--- src/rtl/i2s_tx.sv ---
// I2S transmitter: one-deep left/right holding buffer feeding a per-frame shadow
// register that is shifted out MSB first with the standard one-bit delay after lrck.
module i2s_tx #(
   parameter int DATA_WIDTH = 8,
   parameter int SLOT_WIDTH = 16
) (
   input  logic                  sck,
   input  logic                  rst_n,
   input  logic                  en,
   input  logic [DATA_WIDTH-1:0] ldata,
   input  logic [DATA_WIDTH-1:0] rdata,
   input  logic                  in_vld,
   output logic                  in_rdy,
   output logic                  lrck,
   output logic                  sdata,
   output logic                  underrun
);

   // state | meaning
   // IDLE  | not transmitting, lrck=1, sdata=0, waiting for en
   // RUN   | frame in progress, cnt walks 0..2*SLOT_WIDTH-1
   // TAIL  | single cycle carrying the last right-slot bit, then IDLE

   localparam int FW = 2 * SLOT_WIDTH;
   localparam int CW = $clog2(FW);
   localparam logic [CW-1:0] CNT_LAST = CW'(FW - 1);
   localparam logic [CW-1:0] CNT_SLOT = CW'(SLOT_WIDTH);

   typedef enum logic [1:0] {
      S_IDLE,
      S_RUN,
      S_TAIL
   } state_t;

   state_t                  state_q, state_d;
   logic [CW-1:0]           cnt_q, cnt_d;
   logic                    lrck_q, lrck_d;
   logic                    sdata_q, sdata_d;
   logic                    under_q, under_d;
   logic                    full_q, full_d;
   logic [DATA_WIDTH-1:0]   bufl_q, bufl_d;
   logic [DATA_WIDTH-1:0]   bufr_q, bufr_d;
   logic [FW-1:0]           shift_q, shift_d;

   logic                    load;
   logic                    accept;
   logic [CW-1:0]           cnt_inc;
   logic [SLOT_WIDTH-1:0]   lslot;
   logic [SLOT_WIDTH-1:0]   rslot;

   // Samples sit left-justified in their slot; the pad bits below them are zero.
   assign lslot   = SLOT_WIDTH'(bufl_q) << (SLOT_WIDTH - DATA_WIDTH);
   assign rslot   = SLOT_WIDTH'(bufr_q) << (SLOT_WIDTH - DATA_WIDTH);
   assign cnt_inc = cnt_q + CW'(1);
   assign accept  = in_vld && !full_q;

   always_comb begin
      state_d = state_q;
      cnt_d   = cnt_q;
      lrck_d  = lrck_q;
      sdata_d = sdata_q;
      under_d = 1'b0;
      full_d  = full_q;
      bufl_d  = bufl_q;
      bufr_d  = bufr_q;
      shift_d = shift_q;
      load    = 1'b0;

      case (state_q)
         S_IDLE: begin
            cnt_d   = '0;
            lrck_d  = 1'b1;
            sdata_d = 1'b0;
            if (en) begin
               state_d = S_RUN;
               load    = 1'b1;
               lrck_d  = 1'b0;
            end
         end
         S_RUN: begin
            // The shift MSB always holds the frame bit due one cycle after its slot position.
            sdata_d = shift_q[FW-1];
            if (cnt_q == CNT_LAST) begin
               cnt_d = '0;
               if (en) begin
                  load   = 1'b1;
                  lrck_d = 1'b0;
               end else begin
                  state_d = S_TAIL;
                  lrck_d  = 1'b1;
               end
            end else begin
               cnt_d   = cnt_inc;
               lrck_d  = (cnt_inc >= CNT_SLOT);
               shift_d = shift_q << 1;
            end
         end
         S_TAIL: begin
            state_d = S_IDLE;
            cnt_d   = '0;
            lrck_d  = 1'b1;
            sdata_d = 1'b0;
         end
         default: begin
            state_d = S_IDLE;
            cnt_d   = '0;
            lrck_d  = 1'b1;
            sdata_d = 1'b0;
         end
      endcase

      if (load) begin
         under_d = !full_q;
         shift_d = full_q ? {lslot, rslot} : '0;
         full_d  = 1'b0;
      end

      // A full buffer keeps in_rdy low through the load cycle, so accept never races the load.
      if (accept) begin
         bufl_d = ldata;
         bufr_d = rdata;
         full_d = 1'b1;
      end
   end

   always_ff @(posedge sck or negedge rst_n) begin
      if (!rst_n) begin
         state_q <= S_IDLE;
         cnt_q   <= '0;
         lrck_q  <= 1'b1;
         sdata_q <= 1'b0;
         under_q <= 1'b0;
         full_q  <= 1'b0;
         bufl_q  <= '0;
         bufr_q  <= '0;
         shift_q <= '0;
      end else begin
         state_q <= state_d;
         cnt_q   <= cnt_d;
         lrck_q  <= lrck_d;
         sdata_q <= sdata_d;
         under_q <= under_d;
         full_q  <= full_d;
         bufl_q  <= bufl_d;
         bufr_q  <= bufr_d;
         shift_q <= shift_d;
      end
   end

   assign in_rdy   = ~full_q;
   assign lrck     = lrck_q;
   assign sdata    = sdata_q;
   assign underrun = under_q;

endmodule
--- config.mk ---
export PLATFORM = sky130hd
export DESIGN_NAME = i2s_tx
export DESIGN_NICKNAME = d
export VERILOG_FILES = /design/src/rtl/i2s_tx.sv
export SDC_FILE = /design/constraint.sdc
export NUM_CORES = 1
export LEC_CHECK = 0
export CORE_MARGIN = 1.5
export CORE_UTILIZATION = 35
export DETAILED_ROUTE_END_ITERATION = 7
export SYNTH_ARGS = -nofsm -noshare
export SYNTH_HDL_FRONTEND = slang
export SYNTH_SLANG_ARGS = --single-unit
export TNS_END_PERCENT = 30
--- constraint.sdc ---
create_clock -name sck -period 2.3 [get_ports sck]
set_input_delay 0.345 -clock sck [delete_from_list [all_inputs] [get_ports sck]]
set_output_delay 0.345 -clock sck [all_outputs]
set_load 0.01 [all_outputs]
# Word level (Yosys, flattened, before mapping)
# Cells that the tools add are included.
# op_classes
bitwise	1
n_mux	20
n_addsub	1
reduce_logical	7
magnitude_cmp	1
eq_ne	6
# op_table
operator	count
2-to-1 mux 32 bit	4
2-to-1 mux 5 bit	2
2-to-1 mux 1 bit	8
inequality test 2 bit (second input constant)	4
2-to-1 mux 2 bit	3
adder 5 x 1 -> 5 bit (second input constant)	1
equality test 5 bit (second input constant)	1
>= comparator 5 bit (second input constant)	1
one-hot mux 1 bit (2 select lines)	2
one-hot mux 2 bit (2 select lines)	1
nonzero test 2 bit	2
AND reduction 3 bit	1
equality test 2 x 1 -> 1 bit (second input constant)	1
logical NOT 2 bit	1
AND reduction 2 bit	1
logical AND 1 bit	1
logical NOT 1 bit	1
NOT 1 bit	1
# totals
out_inout_bits	4
input_bits	20
reg_bits	59
wordCells	45

# Depth between registers and ports, before layout
# logic_depth
ltp_word	5
depth_mapped	8

# Least setup slack after synthesis
# No wires, ideal clock.
# synth_timing
path_kind	reg2reg
from	register cnt_q[0]
to	register shift_q[10]
setup_ns	0.130
arrival_time_ns	1.676
t_required_ns	2.170
path_slack_ns	0.494
stages_incl_launch_ff	9
synth_period_minus_slack_ns	1.806
path_cell_list	dfrtp_1 ha_1 and3_1 ha_1 nor2b_2 o21bai_2 inv_1 buf_2 a31oi_1
# synth_via
elab_chain_cells	5
word_cells_on_any_way	7
cone_classes	2 x eq/ne; 3 x mux; 2 x reduce/logical
# synth_rtl
item	line_no	text
start: declaration	36	logic [CW-1:0] cnt_q, cnt_d;
start signal: assignment	139	cnt_q <= cnt_d;
equality test 5 bit *	83	if (cnt_q == CNT_LAST) begin
2-to-1 mux 1 bit	83	
one-hot mux 1 bit (2 select lines)	69	case (state_q)
inequality test 2 bit (no line) / nonzero test 2 bit (equally long branches)	--	
AND reduction 2 bit (no line)	--	
end signal: assignment	146	shift_q <= shift_d;
end: declaration	43	logic [FW-1:0] shift_q, shift_d;
# Every way passes the cells marked *; elsewhere a longest branch is shown, timed or not.
# A chain may end at the register's enable or synchronous reset.

# Final worst setup path
# layout_timing
from	register full_q
to	output in_rdy
# layout_via
elab_chain_cells	1
# layout_rtl
item	line_no	text
start: declaration	40	logic full_q, full_d;
start signal: assignment	143	full_q <= full_d;
NOT 1 bit	150	assign in_rdy = ~full_q;
end: declaration	13	output logic in_rdy,
# No other way between the ends.

==> results.md <==
* Hold buffer count at CTS at 0
* Total gr overflow at 0
* DRC viols at 0
* Max frequency at 0.495 GHz
* Synth top area cells: dfrtp_1 58%, mux2_1 8.4%, nor2b_1 5.3%
* Yosys warns at 0
* Post-cts sizing count at 0
* GR met1 Demand/Resource at 17.7%
* Worst R2R Setup Slack at 0.39 ns
* GR Util met3 at 3.37%
* Core Box Area at 0.00592 sq mm
* CTS Buf Count at 5
* Mapped Nets at 196
* DR vias at 1354
* Power Density at 1090 mW/mm^2
* Detailed Route WL at 3630 microns
* Cell taking the most area after synthesis: dfrtp_1
* Max-slew headroom at 39.7%
* First-pass GRT wire length at 6530 microns
* Largest net degree at the start of global routing at 42
* Clock-pin slew on the worst setup and hold paths at 0.09 ns
* Clock latency at the later pin of the worst-skew pair at 0.31 ns
* Power Total at 2.80 mW
* Critical path class: reg -> out
* DP HPWL at 2490 microns
* Startpoint type of the worst setup path: register
* Clock Sinks at 51
* ANT cells at 0
* Post-route cell area at 0.00256 sq mm
* Worst Path Max Fanout at 18
* Fill cell count at 550
* Maxcap violations at 0
* Initial Util at 36.2%
* Status: finished clean
* Actual slew at the worst max-slew pin at 0.905 ns
* H-tree Lvls at 2
* Vias in the first global route at 1400
* GPL Wtd Cong at 0.752
* Die height at 81.3 microns
* Area share of the largest cell type after synthesis at 58.4%
* Clock skew at 0.00838 ns
* Critical Path AT at 1.67 ns
* CTS tree: done
* Register-to-Register Path Depth at 8
* CP required at 1.96 ns
* Clock Path Buffers at 2
* Layout Nets at 225
* Top-level I/O count at 24
* PortBufs at 23
* Peak supply drop at 0.000486 V
* CP endpoint kind: primary output
* Final Max Tran Viols at 0
* Layout cell share with drive strength beyond 1 at 10.8%
* Final period utilization at 87.8%
* Setup slack after layout at 0.281 ns
* Global Route Usage Sum at 13.0%
* DR vias/cell at 4.85
* Seq/Total Area, Yosys at 59.6%
* Gr busiest metal: met2
* Die area at 0.00660 sq mm
* Clock tree root driver cell: clkbuf_8
* Fin. Hold Viols at 0
* Finish-stage setup viols at 0
* Tmin final at 2.02 ns
* P&R area growth vs syn at 19.7%
* RSZ-0062 raised after global routing: false
* 1st-pass router iterations at 4
* Leakage power at 1.12 nW
* Placement Cell Area at 0.00248 sq mm
* Initial antenna violation count at 0
* Syn avg cell area at 12.3 sq um
* Die width at 81.3 microns
* Global Route met2 Usage at 19.8%
* Synth unique cells at 26
* HP Class: in -> async
* Post-route antenna net violation count at 0
* Post-Syn Area at 0.00214 sq mm
* Reg2reg start: cnt_q[0]$_DFF_PN0_
* Hold_ws at 0.164 ns
* Number of synthesized register bits at 51
* Iteration-0 DRC Markers at 65
* Synth Instances at 174
* TNS Setup at 0 ns
* Num rows at 28
* Routed WL per cell at 13.0 microns
* Post-CTS Setup Bufs at 0
* Worst R2R End: shift_q[11]$_DFFE_PN0P_
* Pre-CTS setup slack at 0.385 ns
layout by cell type, fill, tap and decap left out, types with 2 or more instances in the layout:
| master | netlist | routed |
|---|---|---|
| dfrtp_1 | 50 | 50 |
| clkdlybuf4s50_1 | 0 | 22 |
| nor2b_1 | 18 | 18 |
| nand2b_1 | 16 | 16 |
| nand3_1 | 16 | 16 |
| mux2_1 | 16 | 16 |
| a31oi_1 | 15 | 15 |
| buf_4 | 3 | 9 |
| a22o_1 | 6 | 6 |
| nor2_1 | 5 | 5 |
| clkbuf_8 | 0 | 5 |
| and2_1 | 4 | 4 |
| inv_1 | 2 | 2 |
| nand2_1 | 2 | 2 |
| mux2i_1 | 2 | 2 |
| ha_1 | 2 | 2 |
| clkinvlp_4 | 0 | 2 |
per-layer routing:
| layer | part of all wire, % | wire length [microns] |
|---|---|---|
| met5 | 0 | 0 |
| met4 | 1.8 | 66 |
| met3 | 3.2 | 118 |
| met2 | 45 | 1630 |
| met1 | 50 | 1810 |
flip-flops by register name, indices dropped and copies added (netlist names):
name	count
shift_q	24
bufl_q	8
bufr_q	8
cnt_q	5
state_q	2
full_q	1
lrck	1
sdata	1
underrun	1
worst max-delay path, stage by stage (launching register included):
cell and delay (ns):
dfrtp_1 0.70, inv_1 0.15, clkdlybuf4s50_1 0.51
cells by family after synthesis:
family / count (synthesis) / synth area share (%)
adders and majority gates: 2 / 1.17
AOI/OAI and AO/OA: 24 / 8.17
xor gates and xnor gates: 2 / 0.817
DFF: 51 / 59.6
buffers and inverters: 12 / 2.86
and+or+nand+nor: 65 / 18.0
muxes: 18 / 9.34
where the power goes:
part / total [mW] / internal (mW) / switching, mW
clock: 0.509 / 0.212 / 0.297
combinational: 0.785 / 0.442 / 0.343
sequential: 1.51 / 1.28 / 0.225
how the worst max path moves through the flow:
stage | startpoint | end | slack [ns] | depth (start not counted)
2_1_floorplan | cnt_q[0]$_DFF_PN0_ | shift_q[10]$_DFFE_PN0P_ | 0.49 | 8
3_3_place_gp | cnt_q[0]$_DFF_PN0_ | shift_q[29]$_DFFE_PN0P_ | 0.44 | 8
3_5_place_dp | cnt_q[0]$_DFF_PN0_ | shift_q[11]$_DFFE_PN0P_ | 0.38 | 8
4_1_cts | full_q$_DFFE_PN0P_ | in_rdy | 0.27 | 2
5_1_grt | full_q$_DFFE_PN0P_ | in_rdy | 0.19 | 2
6_report | full_q$_DFFE_PN0P_ | in_rdy | 0.28 | 2
cell usage after synthesis (all sizes together):
cell,count
a22o,6
nor2,5
and3b,1
mux2,16
dfrtp,50
and2,4
xor2,1
nand3,16
dfstp,1
clkbuf,3
a31oi,15
nor3b,1
buf,7
ha,2
o21bai,2
mux2i,2
nand2,2
inv,2
a32o,1
xnor2,1
and3,1
nor2b,19
nand2b,16
stage by stage:
stage | std cells | utilization (%)
final | 279 | 43.3
after global routing | 279 | 43.3
after CTS | 279 | 43.3
after detailed placement | 271 | 41.8
after global placement | 271 | 41.8
after floorplan | 174 | -
area by class of cell:
class	instances	area, sq um	area share, %
clock buffer	5	68.8	2.68
clock inverter	3	20.0	0.780
inverter	2	7.51	0.293
multi-input combinational	111	805	31.4
sequential	51	1280	49.8
tap	75	93.8	3.66
timing repair buffer	32	293	11.4
No activity file was read; power rests on OpenSTA's default activity.
